[src/rtl/wb_ram_arbiter.sv]
// Two-master Wishbone arbiter in front of the RAM bridge: round-robin on ties, grant locked for
// the owner's whole cycle, and a stall timeout that errors the owner and drains its cycle.
module wb_ram_arbiter #(
  parameter int unsigned WB_ADDR_WIDTH  = 32,
  parameter int unsigned TIMEOUT_CYCLES = 16
) (
  input  logic                       wb_clk_i,
  input  logic                       wb_rst_i,
  input  logic [1:0]                 m_cyc_i,
  input  logic [1:0]                 m_stb_i,
  input  logic [1:0]                 m_we_i,
  input  logic [2*WB_ADDR_WIDTH-1:0] m_addr_i,
  input  logic [63:0]                m_wdata_i,
  output logic [63:0]                m_rdata_o,
  output logic [1:0]                 m_ack_o,
  output logic [1:0]                 m_err_o,
  output logic                       s_cyc_o,
  output logic                       s_stb_o,
  output logic                       s_we_o,
  output logic [WB_ADDR_WIDTH-1:0]   s_addr_o,
  output logic [31:0]                s_wdata_o,
  input  logic [31:0]                s_rdata_i,
  input  logic                       s_ack_i,
  output logic                       grant_o,
  output logic                       busy_o
);

  localparam int unsigned CntW = $clog2(TIMEOUT_CYCLES + 1);
  localparam logic [CntW-1:0] TmoLast = CntW'(TIMEOUT_CYCLES - 1);

  typedef enum logic [1:0] {StIdle, StBusy, StDrain} state_e;

  state_e          state_q, state_d;
  logic            grant_q, grant_d;
  logic            last_q, last_d;
  logic [CntW-1:0] tmo_q, tmo_d;

  logic [1:0]               req;
  logic                     cyc_sel, stb_sel, we_sel;
  logic [WB_ADDR_WIDTH-1:0] addr_sel;
  logic [31:0]              wdata_sel;
  logic [1:0]               owner_vec;
  logic [63:0]              rdata_vec;

  assign req       = m_cyc_i & m_stb_i;
  assign cyc_sel   = m_cyc_i[grant_q];
  assign stb_sel   = m_stb_i[grant_q];
  assign we_sel    = m_we_i[grant_q];
  assign addr_sel  = grant_q ? m_addr_i[2*WB_ADDR_WIDTH-1:WB_ADDR_WIDTH]
                             : m_addr_i[WB_ADDR_WIDTH-1:0];
  assign wdata_sel = grant_q ? m_wdata_i[63:32] : m_wdata_i[31:0];
  assign owner_vec = grant_q ? 2'b10 : 2'b01;
  assign rdata_vec = grant_q ? {s_rdata_i, 32'h0} : {32'h0, s_rdata_i};

  assign grant_o = grant_q;
  assign busy_o  = (state_q != StIdle);

  always_ff @(posedge wb_clk_i) begin
    if (wb_rst_i) begin
      state_q <= StIdle;
      grant_q <= 1'b0;
      last_q  <= 1'b1;
      tmo_q   <= '0;
    end else begin
      state_q <= state_d;
      grant_q <= grant_d;
      last_q  <= last_d;
      tmo_q   <= tmo_d;
    end
  end

  always_comb begin
    state_d   = state_q;
    grant_d   = grant_q;
    last_d    = last_q;
    tmo_d     = tmo_q;
    s_cyc_o   = 1'b0;
    s_stb_o   = 1'b0;
    s_we_o    = 1'b0;
    s_addr_o  = '0;
    s_wdata_o = '0;
    m_ack_o   = 2'b00;
    m_err_o   = 2'b00;
    m_rdata_o = '0;

    unique case (state_q)
      StIdle: begin
        if (req != 2'b00) begin
          grant_d = (req == 2'b11) ? ~last_q : req[1];
          tmo_d   = '0;
          state_d = StBusy;
        end
      end

      StBusy: begin
        s_cyc_o   = cyc_sel;
        s_stb_o   = stb_sel;
        s_we_o    = we_sel;
        s_addr_o  = addr_sel;
        s_wdata_o = wdata_sel;
        // An ack in the same cycle the owner drops cyc is still delivered.
        m_ack_o   = s_ack_i ? owner_vec : 2'b00;
        m_rdata_o = rdata_vec;
        if (!cyc_sel) begin
          state_d = StIdle;
          last_d  = grant_q;
          tmo_d   = '0;
        end else if (stb_sel && !s_ack_i) begin
          if (tmo_q == TmoLast) begin
            m_err_o = owner_vec;
            tmo_d   = '0;
            state_d = StDrain;
          end else begin
            tmo_d = tmo_q + 1'b1;
          end
        end else begin
          tmo_d = '0;
        end
      end

      StDrain: begin
        if (!cyc_sel) begin
          state_d = StIdle;
          last_d  = grant_q;
        end
      end

      default: state_d = StIdle;
    endcase
  end

endmodule

[config.mk]
export PLATFORM = sky130hd
export DESIGN_NAME = wb_ram_arbiter
export DESIGN_NICKNAME = d
export VERILOG_FILES = /design/src/rtl/wb_ram_arbiter.sv
export SDC_FILE = /design/constraint.sdc
export NUM_CORES = 1
export LEC_CHECK = 0
export BUFFER_PORTS_ARGS = -buffer_cell sky130_fd_sc_hd__buf_2
export CAP_MARGIN = 30
export CORE_AREA = 5 5 114 116
export CTS_BUF_LIST = sky130_fd_sc_hd__clkbuf_8
export CTS_CLUSTER_DIAMETER = 30
export DETAILED_ROUTE_END_ITERATION = 6
export DIE_AREA = 0 0 119 121
export HOLD_SLACK_MARGIN = 0.06
export PLACE_DENSITY = 0.6
export SYNTH_ARGS = -nofsm -noshare
export SYNTH_HDL_FRONTEND = slang
export SYNTH_SLANG_ARGS = --single-unit
[constraint.sdc]
create_clock -name wb_clk_i -period 3.5 [get_ports wb_clk_i]
set_input_delay 0.175 -clock wb_clk_i [delete_from_list [all_inputs] [get_ports wb_clk_i]]
set_output_delay 0.175 -clock wb_clk_i [all_outputs]
set_load 0.005 [all_outputs]
* Word level (Yosys, flattened, before mapping)
Index checks and enable logic that the tools add are counted.
** Word-level totals
- Register bits after elaboration :: 9
- Input bits :: 169
- Output and inout bits :: 137
- Word-level logic and storage cells :: 62
** Cells by class
- Add/subtract/negate cells :: 1
- $lt $le $gt $ge :: 1
- Eq/ne operators :: 8
- Mux-type cells :: 34
- Bitwise logic cells :: 3
- Reductions and logical operators :: 11
** Operators with widths (number)
- 32-bit two-way mux :: 4
- 64-bit two-way mux :: 2
- 2-bit two-way mux :: 12
- 5-bit two-way mux :: 4
- 1-bit two-way mux :: 10
- 5-bit one-hot mux with 2 select lines :: 1
- 3-bit inequality test (second input constant) :: 2
- 2-bit one-hot mux with 3 select lines :: 1
- 2-bit AND reduction :: 3
- 2-bit nonzero test :: 3
- 5-bit by 1-bit adder with 5-bit output (second input constant) :: 1
- 5-bit by 4-bit equality test with 1-bit output (second input constant) :: 1
- 2-bit equality test (second input constant) :: 2
- 2-bit inequality test (second input constant) :: 2
- 4-bit AND reduction :: 1
- 2-bit AND :: 1
- 2-bit by 1-bit equality test with 1-bit output (second input constant) :: 1
- 2-bit zero test :: 1
- 1-bit by 2-bit < comparator with 1-bit output (second input constant) :: 1
- 1-bit inverter :: 2
- 2-bit OR reduction :: 1
- 1-bit logical AND :: 1
- 1-bit zero test :: 1

* Depth between registers and ports, before layout
Gate-level depths: netlist of run 1.
- Depth in word-level cells :: 6
- Gate-level depth with buffers :: 6

* Worst setup path after synthesis of run 1
OpenSTA, ideal clock, no wires.
- Kind :: register to register
- Start :: reg tmo_q[0]
- End :: reg state_q[0]
- Arrival :: 1337 ps
- Data required time :: 3370 ps
- Setup slack :: 2033 ps
- Cell stages (with the launch flop) :: 6
- Period minus slack after synthesis :: 1467 ps
- Cell sequence :: dfxtp_1 > ha_1 > nand4b_1 > o311ai_0 > a21o_1 > a21oi_1
** On the way
- Word-level cells in the longest chain between the ends :: 3
** RTL lines
- start, declared :: line 36 : logic [CntW-1:0] tmo_q, tmo_d;
- start signal, assigned :: line 68 : tmo_q <= tmo_d;
- 5-bit by 4-bit equality test with 1-bit output :: line 109 : if (tmo_q == TmoLast) begin
- 3-bit inequality test (no source line)
- 4-bit AND reduction (no source line)
- end signal, assigned :: line 60 : state_q <= StIdle;
- end signal, assigned :: line 65 : state_q <= state_d;
- end, declared :: line 33 : state_e state_q, state_d;
Every way passes these cells.
A chain may end at the register's enable or synchronous reset.

* Worst setup path after layout of run 1
- Start :: reg state_q[1]
- End :: out m_err_o[1]
** On the way
- Word-level cells in the longest chain between the ends :: 2
** RTL lines
- 2-bit by 1-bit equality test with 1-bit output :: line 86 : unique case (state_q)
- 2-bit two-way mux :: line 86
- end, declared :: line 16 : output logic [1:0] m_err_o,
Every way passes these cells.

==> results of run 1 <==
[critical path, cell delays in order, from the launching register on]
cell and delay [ns]:
dfxtp_1 0.32, inv_1 0.10, ha_2 0.19, buf_4 0.37, nor4b_4 0.49, and3_1 0.22
buf_2 0.11
[metal layers]
| layer | GRT usage | share of wire |
|---|---|---|
| met2 | 0.2088 | 0.50 |
| met1 | 0.1507 | 0.42 |
| met4 | 0.01376 | 0.0060 |
| met5 | 0 | 0 |
| met3 | 0.02751 | 0.078 |
[sequential cells by signal, summed over array words and instances (netlist names)]
name / count
tmo_q: 5
last_q: 1
grant_o: 1
state_q: 2
[final cells by class]
cell class / instances / area, µm²
inverters: 6 / 22.52
well taps: 147 / 183.9
clock buffers: 3 / 41.29
multi-input cells: 250 / 1847
fillers: 1279 / 7959
repair buffers: 309 / 1569
flip-flops and latches: 9 / 183.9
clock inverters: 1 / 5.005
[cell families (layout without fill, tap and decap cells)]
kind of cell | count (synthesis) | in the layout | share of synthesized area
AO/OA/AOI/OAI | 18 | 18 | 0.05560
multiplexers | 68 | 68 | 0.3156
adder cells (fa/ha/maj) | 5 | 5 | 0.02895
AND/OR/NAND/NOR | 159 | 159 | 0.4534
flip-flops | 9 | 9 | 0.08338
buffers and inverters | 33 | 319 | 0.06311
[cell usage after synthesis]
| library cell | number |
|---|---|
| nand2b_1 | 2 |
| a31oi_1 | 1 |
| clkbuf_1 | 18 |
| nor3_1 | 1 |
| nor2_1 | 6 |
| nand4b_1 | 1 |
| a211oi_1 | 1 |
| buf_2 | 7 |
| o21bai_1 | 1 |
| mux2_2 | 1 |
| ha_1 | 5 |
| nor2b_1 | 67 |
| a311oi_1 | 2 |
| o311ai_0 | 1 |
| inv_1 | 6 |
| nand4_1 | 1 |
| mux2i_1 | 67 |
| nand2_1 | 6 |
| nor3b_1 | 1 |
| nand3b_1 | 1 |
| a32oi_1 | 1 |
| a31o_2 | 1 |
| and2_1 | 33 |
| buf_1 | 1 |
| a21oi_1 | 8 |
| nand3_1 | 5 |
| nor4b_4 | 1 |
| buf_4 | 1 |
| a22oi_1 | 1 |
| and3_1 | 34 |
| dfxtp_1 | 9 |
| a21o_1 | 1 |
[stage by stage]
step	hold slack, ns	instances
finish	0.2361	725
global route	0.2430	725
CTS	0.2286	725
detailed placement	0.4767	721
global placement	0.4788	721
floorplan	0.3756	292
[power breakdown]
part | switching [µW] | leakage (µW) | total [µW] | internal [µW]
clock | 44.0 | 0.0000255 | 122 | 77.9
sequential | 16.3 | 0.0000739 | 124 | 108
combinational | 245 | 0.00218 | 531 | 285
[path summary, 6_finish.rpt]
check                                        startpoint                      end  depth (start not counted)
worst max-delay path            state_q[1]$_SDFFE_PP0P_               m_err_o[1]                          6
worst max register to register  state_q[1]$_SDFFE_PP0P_    tmo_q[2]$_SDFFE_PP0P_                          6
worst min-delay path                           wb_rst_i  state_q[0]$_SDFFE_PP0P_                          2
worst min register to register    tmo_q[4]$_SDFFE_PP0P_    tmo_q[4]$_SDFFE_PP0P_                          1
==> run summary, run 1 <==
For this design the static power due to leakage is about 0.0023 µW. The initial antenna violation count is 0. The relative max-transition margin is 0.6434. The number of vias in the routed layout is 2,997. For the worst setup path, the data arrival time is slightly above 2 ns. The number of buffers added on ports is approximately 310. In this run the horizontal extent of the chip is ~120 µm. The count of antenna diodes in the layout came out at 0. TritonCTS built the clock tree.

After synthesis, the cell types taking the most area are mux2i_1 (31%), nor2b_1 (19%), and3_1 (9.8%). The post-CTS setup repair buffer count is 0. The highest net fanout along the worst path came out at 55.

The run finished with clean final reports. The placement-stage cell area is about 0.0038 mm². The total overflow left after global routing is 0. Clock-pin slew was measured on the worst setup and hold paths at roughly 0.050 ns. The maximum number of pins on one net before global-route repair is 62.

The clock reaches the later pin of the worst-skew pair after roughly 0.23 ns. The final weighted congestion of routability-driven global placement came out at 0.8286. The critical path is of the flip-flop to output port type. Data on the critical path is required at its endpoint by between 3 and 4 ns. The area share of the largest cell type after synthesis is 0.3104. The final clock period utilization by the worst path came out at 0.6351. The maximum clock frequency is around 450 MHz. The synthesized netlist cell count is between 200 and 300. The H-tree depth is 1.

The power density relative to cell area came out at a little over 200 mW/mm². Leaving out fill and tap cells, the most frequent cell in the layout is buf_2. For this run, design rule violations remaining after detail routing come to 0.

After clock tree synthesis, the flow added hold-fix buffers numbering 0. The maximum buffer depth of the clock tree is 2. The count of final hold-check violations was 0.

mux2i_1 takes more of the synthesized area than any other cell. The post-place setup slack is approximately 1.5 ns. The clock sink count is 9. The violation count after the first detailed-route iteration is 68.

The detailed-placement wirelength estimate came out at just over 8000 µm. The power consumption came out at roughly 780 µW. The final critical path time including I/O delays and setup came out at 2.223 ns. Counting every net in the synthesized netlist gives ~470. The number of different library cells in the post-synthesis netlist came out at 32. Across the run, the number of max-cap violations was 0. After floorplanning, the core was sized to cover ~0.012 mm².

The critical path launch point type is a flip-flop. The via count normalized by instance count is 4.134. The overall fraction of global-route tracks in use came out at 0.1183. Setup repair after global routing left no endpoint under its margin. The final critical-path setup slack is 1.277 ns. STA classifies the critical path endpoint as an output port.

The count of nets left with antenna violations once routing finished came out at 0. The register-to-register setup slack came out at between 1.5 and 2 ns. The effective utilization at floorplan came out at 0.1829. The number of global-route vias before repair is approximately 2,800. Leaving out fill and tap cells, the most frequent cells in the layout are buf_2 (305), nor2b_1 (67), mux2i_1 (67). The die area came out at approximately 0.014 mm². The number of max-slew violations in the final report was 0. The number of endpoints failing setup at the final stage is 0. The first detailed-routing pass took 4 iterations.

The average size of a mapped cell is ~7.4 µm². In this run, synthesis produced a sequential element count of 9. The number of standard-cell rows in the floorplan is 40. For the pin with the worst max-slew slack, the measured transition is 0.5349 ns. The net count reported at finish is between 700 and 800. The total negative slack for setup checks came out at 0 ns. The die boundary height came out at about 120 µm. The total CTS buffers came out at 3. The average detailed-routed wire length per instance came out at around 14 µm. The summed area of non-filler cells in the final layout is ~0.0039 mm². The min-delay analysis places its worst path in the category input port to flip-flop.

The number of instances resized during post-cts repair is 0. The setup clock skew after layout is ~0.0044 ns. The global-route wire length before repair came out at 14,570 µm. The Yosys step of the flow raised 0 warnings. The post-synthesis sequential area ratio is 0.08338. The total wire length came out at 9856 µm. The fraction of layout cells with a size suffix above 1 came out at 0.5502.

In this run the count of I/O pins placed on the die edge is between 300 and 400. The share of the core filled with cells is 0.3262. The area growth from synthesis to layout is 78.29%. The combined area of all synthesized cells came out at ~0.0022 mm². CTS placed an instance of clkbuf_8 at the clock tree root. The worst IR drop on VDD is 0.0001602 V.
Power figures use the tool's default switching activity.
==> run 2, diff against run 1 <==
- clock period: 3.5 -> 2.3 ns (I/O delays scaled with it)
==> run 2 against run 1 <==
Compared with the run above:
- combinational power rose by 58%
- wire length rose by 1.5%
- critical endpoint unchanged
- power grew 55%
- critical path type unchanged
- largest power group unchanged
- sequential share of layout area barely moved
- sequential power increased by 42%
- largest cell class unchanged
==> run summary, run 2 (synthesized netlist as in run 1, its figures left out) <==
Run status: finished clean (unchanged). The maximum clock frequency came out at slightly above 500 MHz. The maximum buffer depth of the clock tree is 2 (unchanged). The peak per-stage delay on the critical path is 0.45 ns (was 0.49 ns).

The total negative slack for setup checks came out at 0 ns (unchanged). Unrepaired setup endpoints after global routing: no (unchanged). The critical path launch point type is a flip-flop (unchanged).

The kind of cell adding the most delay to the critical path is simple AND/OR/NAND/NOR gates (unchanged). The post-CTS setup repair buffer count is 0 (unchanged). The fraction of layout cells with a size suffix above 1 is 0.5517 (was 0.5502). The initial antenna violation count came out at 0 (unchanged). The number of vias in the routed layout is 3,053 (was 2,997).

The sequential group share of total power is 0.146 (was 0.160). The placement-stage cell area is 0.003834 mm² (was 0.003806 mm²). The type of the worst setup path is flip-flop to output port (unchanged). The most common cell after layout, fill and taps aside is buf_2 (unchanged).

The number of global-route vias before repair came out at 2,950 (was 2,782). The clock network latency to the later pin of the worst-skew pair is 0.24 ns (was 0.23 ns). The net switching power is 475.3 µW (was 305.5 µW).

The number of standard cells in the final layout excluding fillers is 727 (was 725). The number of buffers added on ports is 305 (unchanged). The via count normalized by instance count came out at 4.199 (was 4.134). The leakage power is 0.002289 µW (was 0.002275 µW).

Largest registers: tmo_q (5), state_q (2) (unchanged). The final weighted congestion of routability-driven global placement was 0.7894 (was 0.8286). The required time of the worst setup path came out at 2.18 ns (was 3.32 ns). The summed area of non-filler cells in the final layout came out at 0.003880 mm² (was 0.003852 mm²). The total congestion overflow after global routing is 0 (unchanged).

The count of TritonRoute iterations in the first routing pass was 4 (unchanged). Top library cells by usage in the layout, fill and taps aside: buf_2 (305), nor2b_1 (67), mux2i_1 (67) (unchanged). The clock root buffer is clkbuf_8 (unchanged). The number of placed instances with taps included was 723 (was 721). The core box area came out at 0.01181 mm² (unchanged). Critical path, cell by cell: inv_1, ha_2, buf_4, nor4b_4, and3_1, buf_2 (unchanged). The number of standard-cell rows in the floorplan is 40 (unchanged). The total wire length came out at 10,010 µm (was 9856 µm). The overall fraction of global-route tracks in use is 0.1218 (was 0.1183). The I/O pin total came to 306 (unchanged). The data arrival time of the worst path came out at 1.81 ns (was 2.05 ns). The maximum number of pins on one net before global-route repair came out at 64 (was 62). The average detailed-routed wire length per instance is 13.77 µm (was 13.59 µm). The final clock period utilization by the worst path is 0.8368. The x dimension of the die came out at 119 µm (unchanged). The proportion of power drawn by the clock network is 0.159 (was 0.157).

The number of endpoints failing setup at the final stage is 0 (unchanged). The detailed-placement wirelength estimate was 8354 µm (was 8176 µm). The count of buffer and inverter cells on the critical path was 3 (unchanged).

The power density relative to cell area was 310.8 mW/mm² (was 201.6 mW/mm²). The net count reported at finish is 755 (was 753). The slew of the pin with the lowest slew margin is 0.5167 ns (was 0.5349 ns). The highest net fanout along the worst path came out at 11 (was 55). The number of nets with antenna violations after routing came to 0 (unchanged). The post-synthesis to final-layout area growth is 79.56% (was 78.29%). The largest register by flop count is tmo_q (unchanged). The setup clock skew after layout is 0.008109 ns (was 0.004424 ns).

The die boundary height came out at 121 µm (unchanged). The global-route wire length before repair is 14,980 µm (was 14,570 µm). The clock tree from TritonCTS is built (unchanged). The worst-case hold slack came out at 0.1637 ns (was 0.2361 ns). The number of max-capacitance violations reported came out at 0 (unchanged). The clock sink count came to 9 (unchanged). The power share of the combinational group came out at 0.695 (was 0.683). The effective utilization at floorplan is 0.1829 (unchanged).

The number of remaining DRC errors came out at 0 (unchanged). The number of flip-flops in the largest register came out at 5 (unchanged). The number of instances resized during post-cts repair is 0 (unchanged). The cell type of the slowest stage on the worst timing path was nor4b_4 (unchanged). The number of buffers inserted by hold repair at cts is 0 (unchanged). The count of final hold-check violations came out at 0 (unchanged). The H-tree depth came out at 1 (unchanged). The die area came out at 0.01440 mm² (unchanged). The class of the tightest hold or removal check was input port to flip-flop (unchanged).

The violation count after the first detailed-route iteration was 100 (was 68). The kind of capture point of the worst setup path is an output port (unchanged). The count of antenna diodes in the layout came out at 0 (unchanged). The total CTS buffers was 3 (unchanged). The worst IR drop on VDD is 0.0001949 V (was 0.0001602 V).

The share of the core filled with cells is 0.3285 (was 0.3262). The final critical path time including I/O delays and setup came out at between 1.5 and 2 ns. The switching share of power came out at 0.3942 (was 0.3933). The number of max-slew violations in the final report is 0 (unchanged). The filler cell count was 1,291 (was 1,279). The relative max-transition margin came out at 0.6548 (was 0.6434). The clock transition at the register clock pins on the worst setup and hold paths after CTS is 0.05 ns (about the same). The internal power summed over all cells is 730.6 µW (was 471.2 µW).
==> run 2: layer usage <==
metal / GRT usage / routed length (µm) / up-vias / share of wire
li1: - / - / 1575 / -
met1: 0.1476 / 4097 / 1323 / 0.41
met2: 0.2232 / 5072 / 146 / 0.51
met3: 0.02471 / 746 / 9 / 0.075
met4: 0.02245 / 92 / 0 / 0.0092
met5: 0 / 0 / - / 0
==> run 2: layout make-up <==
class / count / area (µm²) / share of cell area
clock inverter: 1 / 5.005 / 0.001290
sequential: 9 / 183.9 / 0.04740
clock buffer: 3 / 41.29 / 0.01064
tap: 147 / 183.9 / 0.04740
inverter: 6 / 22.52 / 0.005805
multi-input combinational: 250 / 1847 / 0.4760
timing repair buffer: 311 / 1597 / 0.4115
==> run 2: power by group through the flow <==
stage	logic (µW)	registers (µW)	clock network (µW)
floorplan	445	172	0
detailed placement	846	179	0
finish	838	176	192
global placement	846	179	0
CTS	850	176	196
global route	930	178	205
==> run 2: path summary, 6_finish.rpt <==
path	slack (ns)	end	depth (start not counted)	startpoint
setup / recovery	0.38	m_err_o[1]	6	state_q[1]$_SDFFE_PP0P_
hold / removal	0.16	tmo_q[0]$_SDFFE_PP0P_	2	wb_rst_i
setup reg to reg	0.59	tmo_q[1]$_SDFFE_PP0P_	7	state_q[1]$_SDFFE_PP0P_
hold reg to reg	0.48	tmo_q[0]$_SDFFE_PP0P_	2	tmo_q[0]$_SDFFE_PP0P_
==> run 2: metrics by stage <==
| stage | worst slack, ns | power (µW) |
|---|---|---|
| 6_report | 0.3754 | 1206 |
| 3_3_place_gp | 0.6081 | 1026 |
| 3_5_place_dp | 0.5739 | 1025 |
| 4_1_cts | 0.3459 | 1222 |
| 2_1_floorplan | 0.8333 | 616.8 |
| 5_1_grt | 0.2287 | 1313 |
==> run 3, diff against run 2 <==
- clock period: 2.3 -> 1.81 ns (I/O delays scaled with it)
==> run 3 against run 2 <==
Compared with the run above:
- clock skew shrank 0.0026 ns
- clock-buffer cell count is the same
- sequential share of layout area shrank 0.053 points
- worst hold slack lost 0.013 ns
- worst setup slack lost 0.24 ns
- first-iteration DRC count shrank 15%
- design area grew 1.1%
- power grew 28%
- via count is essentially flat
- final cell count grew 0.55%
==> run summary, run 3 (synthesized netlist as in run 1, its figures left out) <==
Run status: finished clean (unchanged). The clock network latency to the later pin of the worst-skew pair is 0.24 ns (about the same). Unrepaired setup endpoints after global routing: no (unchanged). The maximum buffer depth of the clock tree came out at 2 (unchanged). The power share of the combinational group is 0.696 (was 0.695). The filler cell count came to 1,285 (was 1,291). The required time of the worst setup path came out at 1.72 ns (was 2.18 ns). The clock sink count came out at 9 (unchanged). The number of global-route vias before repair came to 2,896 (was 2,950). The clock transition at the register clock pins on the worst setup and hold paths after CTS came to 0.05 ns (about the same). The number of flip-flops in the largest register is 5 (unchanged). The register-to-register setup slack came to 0.21 ns (was 0.59 ns). The post-synthesis to final-layout area growth came out at 81.59% (was 79.56%). The worst setup path endpoint is m_rdata_o[4] (was m_err_o[1]). The peak per-stage delay on the critical path was 0.32 ns (was 0.45 ns). The I/O pin total came out at 306 (unchanged). The count of cells along the worst register-to-register path came out at 5 (was 7).

The initial antenna violation count came out at 0 (unchanged). The global-route wire length before repair is 14,900 µm (was 14,980 µm). Top library cells by usage in the layout, fill and taps aside: buf_2 (305), mux2i_1 (66), nor2b_1 (66) (was buf_2 (305), nor2b_1 (67), mux2i_1 (67)).

The die area came out at 0.01440 mm² (unchanged). Largest registers: tmo_q (5), state_q (2) (unchanged). The x dimension of the die was 119 µm (unchanged).

The internal power summed over all cells came to 936.7 µW (was 730.6 µW). The number of standard-cell rows in the floorplan came out at 40 (unchanged). The power density relative to cell area is 392.9 mW/mm² (was 310.8 mW/mm²).

The number of endpoints failing setup at the final stage came out at 0 (unchanged). The effective utilization at floorplan is 0.1829 (unchanged). The average detailed-routed wire length per instance is 13.56 µm (was 13.77 µm). The H-tree depth came out at 1 (unchanged). The total CTS buffers came to 3 (unchanged).

The overall fraction of global-route tracks in use is 0.1213 (was 0.1218). The class of the tightest hold or removal check is input port to flip-flop (unchanged). The net switching power is 605.1 µW (was 475.3 µW). The number of placed instances with taps included came out at 725 (was 723). The share of the core filled with cells is 0.3322 (was 0.3285). Dividing the final minimum period by the clock period gives 0.9263.

The count of buffer and inverter cells on the critical path came out at 3 (unchanged). The sequential group share of total power came to 0.146 (about the same). The number of buffers added on ports is 305 (unchanged). The slew of the pin with the lowest slew margin is 0.4608 ns (was 0.5167 ns). The total negative slack for setup checks came out at 0 ns (unchanged).

The number of max-capacitance violations reported is 0 (unchanged). The leakage power is 0.002313 µW (was 0.002289 µW). The violation count after the first detailed-route iteration came out at 85 (was 100).

The switching share of power is 0.3925 (was 0.3942). The setup clock skew after layout came out at 0.005497 ns (was 0.008109 ns). The total wire length is 9911 µm (was 10,010 µm). Critical path, cell by cell: inv_1, ha_2, nor2b_2, buf_6, and2_1, buf_2 (was inv_1, ha_2, buf_4, nor4b_4, and3_1, buf_2). The total congestion overflow after global routing is 0 (unchanged). The most common cell after layout, fill and taps aside is buf_2 (unchanged). The launching element of the worst setup path is state_q[1]$_SDFFE_PP0P_ (unchanged). The clock root buffer was clkbuf_8 (unchanged). The number of max-slew violations in the final report came to 0 (unchanged).

The largest register by flop count is tmo_q (unchanged). The cell type of the slowest stage on the worst timing path was dfxtp_1 (was nor4b_4). The critical path launch point type is a flip-flop (unchanged).

The power consumption is 1542 µW (was 1206 µW). Based on the critical path, the design can be clocked at up to 596.4 MHz. The number of remaining DRC errors came out at 0 (unchanged). The worst hold path cell count came to 2 (unchanged). The relative max-transition margin is 0.6889 (was 0.6548). The placement-stage cell area came out at 0.003849 mm² (was 0.003834 mm²). The clock tree from TritonCTS is built (unchanged).

The beginning of the worst register-to-register path is grant_o$_SDFFE_PP0P_ (was state_q[1]$_SDFFE_PP0P_). The data arrival time of the worst path was 1.59 ns (was 1.81 ns). The count of TritonRoute iterations in the first routing pass came to 4 (unchanged).

The detailed-placement wirelength estimate came out at 8347 µm (was 8354 µm). For the finished layout, the period the worst path requires is around 1.7 ns. The number of nets with antenna violations after routing is 0 (unchanged). The count of antenna diodes in the layout is 0 (unchanged). The summed area of non-filler cells in the final layout is 0.003924 mm² (was 0.003880 mm²). The worst IR drop on VDD was 0.0003894 V (was 0.0001949 V). The type of the worst setup path is flip-flop to output port (unchanged). The kind of capture point of the worst setup path is an output port (unchanged). The maximum number of pins on one net before global-route repair came out at 52 (was 64). The final weighted congestion of routability-driven global placement is 0.7904 (was 0.7894). The number of vias in the routed layout came out at 3,055 (was 3,053).

The number of standard cells in the final layout excluding fillers came out at 731 (was 727). The via count normalized by instance count came to 4.179 (was 4.199). The die boundary height was 121 µm (unchanged).

The count of final hold-check violations was 0 (unchanged). The fraction of layout cells with a size suffix above 1 came out at 0.5582 (was 0.5517). The net count reported at finish came out at 759 (was 755). The capture instance of the worst register-to-register path is tmo_q[2]$_SDFFE_PP0P_ (was tmo_q[1]$_SDFFE_PP0P_). The number of buffers inserted by hold repair at cts is 0 (unchanged). The kind of cell adding the most delay to the critical path is buffers and inverters (was simple AND/OR/NAND/NOR gates). The proportion of power drawn by the clock network came out at 0.158 (was 0.159). The core box area is 0.01181 mm² (unchanged).

The highest net fanout along the worst path is 27 (was 11). The logic depth of the worst setup path including buffers came to 6 (unchanged).
==> run 3: cell count changes in the layout (fill, tap and decap cells not counted) <==
cell / previous run / this run
buf_6: 0 / 2
mux2i_1: 67 / 66
buf_4: 4 / 6
nor2b_1: 67 / 66
mux2i_2: 0 / 1
nor2b_2: 0 / 1
==> run 3: area by class of cell <==
type                       count  area, µm²  area share
inverter                       6      22.52    0.005740
clock inverter                 1      5.005    0.001276
clock buffer                   3      41.29     0.01052
multi-input combinational    250       1853      0.4723
tap                          147      183.9     0.04687
sequential                     9      183.9     0.04687
timing repair buffer         315       1634      0.4165
==> run 3: worst min-delay path by stage <==
stage | from | endpoint | slack, ns
final | wb_rst_i | grant_o$_SDFFE_PP0P_ | 0.15
after detailed placement | wb_rst_i | grant_o$_SDFFE_PP0P_ | 0.41
after global routing | wb_rst_i | grant_o$_SDFFE_PP0P_ | 0.17
after global placement | wb_rst_i | tmo_q[1]$_SDFFE_PP0P_ | 0.41
after floorplan | m_stb_i[0] | grant_o$_SDFFE_PP0P_ | 0.29
after CTS | wb_rst_i | tmo_q[0]$_SDFFE_PP0P_ | 0.15
==> run 3: layer usage <==
metal | vias up | routed length, µm | track usage
met2 | 141 | 5164 | 0.2247
met4 | 0 | 65 | 0.01955
li1 | 1579 | - | -
met1 | 1328 | 3817 | 0.1418
met3 | 7 | 863 | 0.03170
met5 | - | 0 | 0
==> run 3: worst register-to-register path, stage by stage, from the launching register on <==
cell      delay (ns)
dfxtp_4         0.41
mux2i_2         0.21
nor4b_4         0.40
buf_4           0.20
nand2b_1        0.05
a311oi_1        0.24
==> run 3: power by group through the flow <==
stage | sequential, µW | clock, µW | combinational [µW]
after floorplan | 218 | 0 | 566
after global placement | 228 | 0 | 1070
after detailed placement | 229 | 0 | 1070
after CTS | 225 | 246 | 1070
after global routing | 227 | 257 | 1190
final | 225 | 243 | 1070
==> run 3: per-stage QoR <==
stage	hold slack [ns]	setup slack [ns]
2_1_floorplan	0.2911	0.3433
3_3_place_gp	0.4087	0.2554
3_5_place_dp	0.4110	0.2095
4_1_cts	0.1525	0.02966
5_1_grt	0.1653	0.01371
6_report	0.1512	0.1334
==> run 3: timing repair <==
item,CTS,global route
gates resized for setup,0,4
endpoints found under the setup margin,0,31
endpoints found under the hold margin,0,0
setup buffers,0,2
